## src/rtl/weight_word_enumerator_if.sv

```systemverilog
// Stream interface for weight_word_enumerator: a weight request channel in and
// an enumerated-word channel out. The producer of requests / consumer of words
// uses the master modport; the enumerator uses the slave modport.
// Optional macro WEIGHT_ENUM_INDEX_EN adds the O_idx beat-index signal.
interface weight_word_enumerator_if #(
   parameter int WIDTH = 8
);
   localparam int KW = $clog2(WIDTH + 1);

   logic             req_valid;
   logic             req_ready;
   logic [KW-1:0]    req_k;
   logic [WIDTH-1:0] O;
   logic             O_valid;
   logic             O_ready;
   logic             O_last;
   logic             O_err;
`ifdef WEIGHT_ENUM_INDEX_EN
   logic [WIDTH-1:0] O_idx;
`endif

`ifdef WEIGHT_ENUM_INDEX_EN
   modport master (
      output req_valid, req_k, O_ready,
      input  req_ready, O, O_valid, O_last, O_err, O_idx
   );

   modport slave (
      input  req_valid, req_k, O_ready,
      output req_ready, O, O_valid, O_last, O_err, O_idx
   );
`else
   modport master (
      output req_valid, req_k, O_ready,
      input  req_ready, O, O_valid, O_last, O_err
   );

   modport slave (
      input  req_valid, req_k, O_ready,
      output req_ready, O, O_valid, O_last, O_err
   );
`endif

endinterface

```

## src/rtl/weight_word_enumerator.sv

```systemverilog
// weight_word_enumerator: given a weight k, streams every WIDTH-bit word with
// exactly k set bits in ascending order, flagging the final word. Successive
// words come from Gosper's next-combination step, with the divide by the
// lowest set bit done as a shift by its trailing-zero count.
// Optional macro WEIGHT_ENUM_INDEX_EN adds a zero-based beat index output.
module weight_word_enumerator #(
   parameter int WIDTH = 8,
   localparam int KW = $clog2(WIDTH + 1)
) (
   input  logic CLK,
   input  logic ASYNCRESETN,
   weight_word_enumerator_if.slave bus
);

   typedef enum logic [0:0] {
      IDLE = 1'b0,
      EMIT = 1'b1
   } state_t;

   localparam logic [WIDTH:0] ONE = (WIDTH + 1)'(1);

   state_t           state_q, state_d;
   logic [WIDTH-1:0] word_q, word_d;
   logic [KW-1:0]    k_q, k_d;
   logic             err_q, err_d;
   logic             last;
   logic [WIDTH-1:0] start_word;
   logic [WIDTH-1:0] top_word;
   logic [WIDTH-1:0] low_bit;
   logic [WIDTH-1:0] ripple;
   logic [KW-1:0]    ctz;
   logic [WIDTH-1:0] next_word;
`ifdef WEIGHT_ENUM_INDEX_EN
   logic [WIDTH-1:0] idx_q, idx_d;
`endif

   // First word of a legal request: the k lowest bits set.
   always_comb begin
      start_word = WIDTH'((ONE << bus.req_k) - ONE);
   end

   // Final word for the latched weight: the k highest bits set.
   always_comb begin
      top_word = WIDTH'((ONE << k_q) - ONE) << (KW'(WIDTH) - k_q);
   end

   // Gosper step; overflow of ripple only happens past the last word, which is never taken.
   always_comb begin
      low_bit = word_q & (-word_q);
      ripple  = word_q + low_bit;
      ctz     = '0;
      for (int i = WIDTH - 1; i >= 0; i--) begin
         if (low_bit[i]) ctz = KW'(i);
      end
      next_word = (((ripple ^ word_q) >> 2) >> ctz) | ripple;
   end

   // Last beat is decided from registered state only, so O_ready never reaches it.
   always_comb begin
      last = (state_q == EMIT) && (err_q || (word_q == top_word));
   end

   // Next-state and next-register logic for the request/emit FSM.
   always_comb begin
      state_d = state_q;
      word_d  = word_q;
      k_d     = k_q;
      err_d   = err_q;
`ifdef WEIGHT_ENUM_INDEX_EN
      idx_d   = idx_q;
`endif
      case (state_q)
         IDLE: begin
            if (bus.req_valid) begin
               state_d = EMIT;
               k_d     = bus.req_k;
`ifdef WEIGHT_ENUM_INDEX_EN
               idx_d   = '0;
`endif
               if (bus.req_k > KW'(WIDTH)) begin
                  word_d = '0;
                  err_d  = 1'b1;
               end else begin
                  word_d = start_word;
                  err_d  = 1'b0;
               end
            end
         end
         EMIT: begin
            if (bus.O_ready) begin
               if (last) begin
                  state_d = IDLE;
               end else begin
                  word_d = next_word;
`ifdef WEIGHT_ENUM_INDEX_EN
                  idx_d  = idx_q + WIDTH'(1);
`endif
               end
            end
         end
         default: begin
            state_d = IDLE;
         end
      endcase
   end

   // FSM state register.
   always_ff @(posedge CLK or negedge ASYNCRESETN) begin
      if (!ASYNCRESETN) state_q <= IDLE;
      else              state_q <= state_d;
   end

   // Datapath registers: current word, latched weight and error flag.
   always_ff @(posedge CLK or negedge ASYNCRESETN) begin
      if (!ASYNCRESETN) begin
         word_q <= '0;
         k_q    <= '0;
         err_q  <= 1'b0;
      end else begin
         word_q <= word_d;
         k_q    <= k_d;
         err_q  <= err_d;
      end
   end

`ifdef WEIGHT_ENUM_INDEX_EN
   // Beat index counter, cleared on acceptance and advanced per handshake.
   always_ff @(posedge CLK or negedge ASYNCRESETN) begin
      if (!ASYNCRESETN) idx_q <= '0;
      else              idx_q <= idx_d;
   end

   assign bus.O_idx = idx_q;
`endif

   assign bus.req_ready = (state_q == IDLE);
   assign bus.O_valid   = (state_q == EMIT);
   assign bus.O         = word_q;
   assign bus.O_last    = last;
   assign bus.O_err     = err_q;

endmodule

```

## src/flat_wrapper.sv

```systemverilog
// flat-port wrapper written by rule: the top's interface ports become plain ports
module weight_word_enumerator_flat 
#(
   parameter int WIDTH = 8,
   localparam int KW = $clog2(WIDTH + 1)
)
  (CLK, ASYNCRESETN, bus_req_valid, bus_req_k, bus_O_ready, bus_req_ready, bus_O, bus_O_valid, bus_O_last, bus_O_err);
  weight_word_enumerator_if #(.WIDTH(WIDTH)) bus_i ();
  input  logic CLK;
  input  logic ASYNCRESETN;
  input wire logic [$bits(bus_i.req_valid)-1:0] bus_req_valid;
  input wire logic [$bits(bus_i.req_k)-1:0] bus_req_k;
  input wire logic [$bits(bus_i.O_ready)-1:0] bus_O_ready;
  output wire logic [$bits(bus_i.req_ready)-1:0] bus_req_ready;
  output wire logic [$bits(bus_i.O)-1:0] bus_O;
  output wire logic [$bits(bus_i.O_valid)-1:0] bus_O_valid;
  output wire logic [$bits(bus_i.O_last)-1:0] bus_O_last;
  output wire logic [$bits(bus_i.O_err)-1:0] bus_O_err;
  assign bus_i.req_valid = bus_req_valid;
  assign bus_i.req_k = bus_req_k;
  assign bus_i.O_ready = bus_O_ready;
  assign bus_req_ready = bus_i.req_ready;
  assign bus_O = bus_i.O;
  assign bus_O_valid = bus_i.O_valid;
  assign bus_O_last = bus_i.O_last;
  assign bus_O_err = bus_i.O_err;
  weight_word_enumerator #(.WIDTH(WIDTH)) u_core (.CLK(CLK), .ASYNCRESETN(ASYNCRESETN), .bus(bus_i));
endmodule
```

## config.mk

```make
export PLATFORM = sky130hd
export DESIGN_NAME = weight_word_enumerator_flat
export DESIGN_NICKNAME = d
export VERILOG_FILES = /design/src/rtl/weight_word_enumerator_if.sv /design/src/rtl/weight_word_enumerator.sv /design/src/flat_wrapper.sv
export SDC_FILE = /design/constraint.sdc
export NUM_CORES = 1
export LEC_CHECK = 0
export BUFFER_PORTS_ARGS = -buffer_cell sky130_fd_sc_hd__buf_2
export CAP_MARGIN = 10
export CORE_UTILIZATION = 60
export DETAILED_ROUTE_END_ITERATION = 6
export GPL_TIMING_DRIVEN = 0
export PLACE_DENSITY = 0.89
export SYNTH_ARGS = -nofsm -noshare
export SYNTH_HDL_FRONTEND = slang
export SYNTH_SLANG_ARGS = --single-unit
```

## constraint.sdc

```tcl
create_clock -name CLK -period 9.4 [get_ports CLK]
set_input_delay 1.41 -clock CLK [delete_from_list [all_inputs] [get_ports CLK]]
set_output_delay 1.41 -clock CLK [all_outputs]
set_load 0.01 [all_outputs]
```

### Yosys cells after proc, flatten, opt, wreduce, memory -nomap -nowiden

Index checks and enable logic that the tools add are counted.

| storage, ports and cells | value |
|---|---|
| flip-flop bits (word level) | 14 |
| bits in latches | 0 |
| bits in writable memories | 0 |
| memory bits (read-only) | 0 |
| input port bits | 8 |
| output and inout port bits | 12 |
| memories | 0 |

| operators by class | value |
|---|---|
| $add $sub $neg | 5 |
| multipliers | 0 |
| div/mod/pow operators | 0 |
| $lt $le $gt $ge | 1 |
| eq/ne operators | 4 |
| shift-type cells | 4 |
| mux-type cells | 18 |
| bitwise operators | 4 |
| reduce and logical (&&, ||, !) cells | 4 |

Operators with widths:

| kind | number |
|---|---|
| $mux W8 | 4 |
| $mux W4 | 7 |
| $pmux W8 S2 | 1 |
| $shl A1 B4 Y8 const A | 2 |
| $sub A8 B1 Y8 const B | 2 |
| $add A8 B8 Y8 | 1 |
| $and A8 B8 Y8 | 1 |
| $eq A8 B8 Y1 | 1 |
| $neg A8 Y8 | 1 |
| $or A8 B8 Y8 | 1 |
| $shl A8 B4 Y8 | 1 |
| $shr A6 B4 Y8 | 1 |
| $xor A8 B8 Y8 | 1 |
| $ne A2 B2 Y1 const B | 3 |
| $gt A4 B4 Y1 const B | 1 |
| $mux W1 | 4 |
| $sub A4 B4 Y4 const A | 1 |
| $mux W3 | 1 |
| $reduce_and A3 Y1 | 1 |
| $pmux W1 S2 | 1 |
| $reduce_and A2 Y1 | 1 |
| $logic_and A1 B1 Y1 | 1 |
| $logic_or A1 B1 Y1 | 1 |
| $not A1 Y1 | 1 |

### Longest topological paths before layout

| logic depth | value |
|---|---|
| word-level depth | 15 |
| depth in mapped cells | 17 |
| mapped depth without buffers | 16 |

### Worst setup path after synthesis

OpenSTA, ideal clock, no wires.

| path | value |
|---|---|
| path type | register to output |
| start point | register u_core.k_q[0] |
| end point | output bus_O_last |
| arrival time | 3.400 ns |
| data required time | 7.990 ns |
| setup slack | 4.590 ns |
| cell stages (with the launch flop) | 17 |
| cell sequence | dfrtp_1 -> buf_2 -> inv_1 -> ha_1 -> ha_1 -> nor2b_1 -> inv_1 -> ha_1 -> nor3b_1 -> mux2i_1 -> nand4_1 -> a211o_1 -> o2111a_1 -> xnor2_1 -> nand3_1 -> nor4b_4 -> o21a_1 |

| on the way | value |
|---|---|
| cells in the longest elaborated chain, start to end | 6 |
| elaborated cells on any way between the ends | 7 |
| those cells by class | add/sub: 2; eq/ne: 1; shift: 2; reduce/logical: 2 |

Ends and longest elaborated chain:

| item | RTL line | source |
|---|---|---|
| start: declaration | weight_word_enumerator.sv:24 | `logic [KW-1:0] k_q, k_d;` |
| start signal: assignment | weight_word_enumerator.sv:121 | `k_q <= k_d;` |
| $shl A1 B4 Y8 | weight_word_enumerator.sv:44 | `top_word = WIDTH'((ONE << k_q) - ONE) << (KW'(WIDTH) - k_q);` |
| $sub A8 B1 Y8 | weight_word_enumerator.sv:44 |  |
| $shl A8 B4 Y8 * | weight_word_enumerator.sv:44 |  |
| $eq A8 B8 Y1 * | weight_word_enumerator.sv:60 | `last = (state_q == EMIT) && (err_q \|\| (word_q == top_word));` |
| $logic_or A1 B1 Y1 * | weight_word_enumerator.sv:60 |  |
| $logic_and A1 B1 Y1 * | weight_word_enumerator.sv:60 |  |
| end: declaration | flat_wrapper.sv:17 | `output wire logic [$bits(bus_i.O_last)-1:0] bus_O_last;` |

Every way passes the cells marked *; elsewhere a longest branch is shown, timed or not.

### Worst setup path in the final report

Ends and elaborated chain as after synthesis.

==> results.txt <==
----------------------------------------------------
[Clock tree]
  Root Buffer ... clkbuf_4
  Maximum count of clock buffers along a single path ... 2
  Post-cts hold buffer count ... 0
  Number of H-tree levels ... 1
  CTS Buf Count ... 3
  Clock Latency Late Sink ... 290 ps
  CTS tree ... yes
  Clock transition at the registers of the reported paths ... 80 ps
  Number of buffers inserted by post-CTS setup repair ... 0
  Clock Sinks ... 14
  Count of instances resized after the clock tree is built ... 0

[STA]
  Number of max-slew violations in the final report ... 0
  Finish-stage setup viols ... 0
  Final critical-path required period ... roughly 5900 ps
  Post-route fraction of the period consumed by the critical path ... 62.4%
  Total Negative Setup Slacks ... 0 ps
  Layout Skew ... 12.9 ps
  Unrepaired setup endpoints after global routing ... no
  Actual slew at the worst max-slew pin ... about 1000 ps
  Max-slew headroom at the worst pin ... a little under a third
  Final Hold Fails ... 0
  F_max ... 170 MHz

[Floorplan]
  Floorplan die width ... 59.3 microns
  Num rows ... 20
  I/O pins ... 20
  Starting density of the core ... 64.0%
  Die Footprint ... between 0.003 and 0.004 sq mm
  Y dimension of the die ... 59.3 microns
  Area of the placeable core ... 0.00308 sq mm

[Logic synthesis]
  Proportion of synthesized flip-flops having asynchronous set or reset ... between 90% and 100%
  Number of different library cells in the post-synthesis netlist ... 59
  Count of flip-flops with a built-in enable after synthesis ... 0
  Avg Synthesized Cell Area ... 7.27 sq um
  Biggest area contributors in the synthesized netlist ... dfrtp_1 (18%), nand2_1 (5.9%), ha_1 (5.1%)
  Leading post-synthesis cells by instance count ... nand2_1 (31), nor2_1 (22), o21ai_0 (20)
  Sequential share of the synthesized area ... 17.8%
  Number of warnings reported in the yosys synthesis log ... 0
  Post-Syn Nets ... 287
  Most used flip-flop cell after synthesis ... dfrtp_1
  Count leader, synth ... nand2_1
  Netlist Area Pre-Place ... 0.00197 sq mm
  Total of flip-flops plus latches after synthesis ... 14
  Biggest area consumer among synthesized cells ... dfrtp_1
  Post-synthesis instance total ... roughly 270
  Area share of the largest cell type after synthesis ... 17.8%

[Place]
  Post-DP HPWL ... slightly below 4000 microns
  Number of buffers added on ports ... 19
  Routability congestion estimate from global placement ... about 1

[Critical path]
  Worst R2R Start ... u_core.k_q[0]
  Critical Path End Type ... output port
  Crit path kind ... reg -> out
  Critical Path RT ... 7990 ps
  Max FO, Critical Path ... 8
  Startpoint of the most critical setup path ... u_core.k_q[0]
  Crit path launch type ... flip-flop
  Data arrival time of the worst path ... 4460 ps

[Drt]
  Detailed router's first-iteration violation count ... 289
  Via-per-instance ratio ... 6.54
  Vias post-DR ... about 2200
  Aggregate routed wire length ... 5120 microns
  Number of remaining DRC errors ... 0
  Average wire length per cell after detail routing ... 15.2 microns
  Drt pass-1 iters ... 5
  Antenna-violating nets left ... 0

[GRT]
  GRT overflow ... 0
  Initial antenna violation count ... 0
  Number of global-route vias before repair ... 1928
  First-pass GRT wire length ... 8580 microns
  Total global routing track utilization ... a little under a third
  Maximum number of pins on one net before global-route repair ... 15

[Cells and area]
  Post-layout net count ... between 300 and 400
  Filler cells ... 264
  Area taken by flip-flops and latches ... between 300 and 400 sq um
  Total area of multi-input combinational cells ... 0.00149 sq mm
  Synthesis-to-finish area growth ... 9.47%
  Antenna diode count ... 0
  Proportion of layout cells with a drive suffix above 1 ... between 10 and 15%

[Hold path]
  Start point of the worst hold path ... u_core.bus.O_err
  Type of the tightest min-delay check ... reg -> reg

[Run]
  Max capacitance violation total ... 0

[Run status]
  Outcome ... finished, final reports clean

----------------------------------------------------
through the flow:
step	hold slack [ps]	cell area, sq um	std cells	setup slack [ps]	utilization, %
3_5_place_dp	574	2120	334	3900	68.9
4_1_cts	594	2160	338	3570	70.0
3_3_place_gp	560	2120	334	3960	68.9
6_report	592	2160	338	3530	70.0
2_1_floorplan	555	1970	271	4590	-
5_1_grt	643	2160	338	3080	70.0
kinds of logic (layout without fill, tap and decap cells):
family	count (synthesis)	count (layout)	synth area share [%]
flops	14	14	17.8
simple gates	107	107	28.3
xor+xnor	9	9	4.00
mux	15	15	8.89
fa+ha+maj	8	8	5.08
compound gates	86	86	29.3
buf+inv	32	55	6.61
layout make-up:
type                       instances  share of cell area (%)
multi-input combinational        225                    69.1
sequential                        14                    16.3
timing repair buffer              19                    4.41
buffer                            19                    3.77
tap                               44                    2.55
inverter                          13                    2.26
clock buffer                       4                    1.68
placed cells by master, fill, tap and decap left out, types with 8 or more instances in the layout:
cell type,n
nand2_1,31
nor2_1,22
buf_2,21
o21ai_0,20
a21oi_1,19
dfrtp_1,14
clkbuf_1,13
nand3_1,13
inv_1,11
a31oi_1,8
ha_1,8
path summary, 6_finish.rpt:
kind | slack, ps | endpoint | cells after the start
worst max-delay path | 3530 | bus_O_last | 15
worst min-delay path | 590 | u_core.bus.O_err | 2
worst max register to register | 4900 | u_core.bus.O[7] | 15
worst min register to register | 590 | u_core.bus.O_err | 2
max in group asynchronous | 8150 | u_core.bus.O[7] | 1
min in group asynchronous | 1000 | u_core.bus.O[5] | 1
layer usage:
| layer | global-route usage, % | part of all wire (%) | wire length (microns) | vias up |
|---|---|---|---|---|
| li1 | - | - | - | 1063 |
| met1 | 43.2 | 43 | 2230 | 1021 |
| met2 | 53.0 | 48 | 2480 | 111 |
| met3 | 2.40 | 6.2 | 319 | 16 |
| met4 | 9.86 | 2.0 | 101 | 0 |
| met5 | 0 | 0 | 0 | - |
worst max-delay path, cell delays in order (launching register included):
cell and delay [ps]:
dfrtp_1 410, buf_2 180, inv_1 230, ha_1 230
ha_1 260, nor2b_1 380, inv_1 180, ha_1 320
xnor2_1 380, a32oi_1 130, mux2i_1 330, o32ai_1 170
xor2_1 190, nor4b_4 450, o21a_1 190, buf_2 130
state kept, by name (all words and copies together), names as in the netlist:
signal and count:
u_core.bus.O 8, u_core.bus.O_valid 1, u_core.k_q 4, u_core.bus.O_err 1
Power is not shown: default switching activity piles up to over one toggle a cycle in this logic, so the estimate is an artifact.
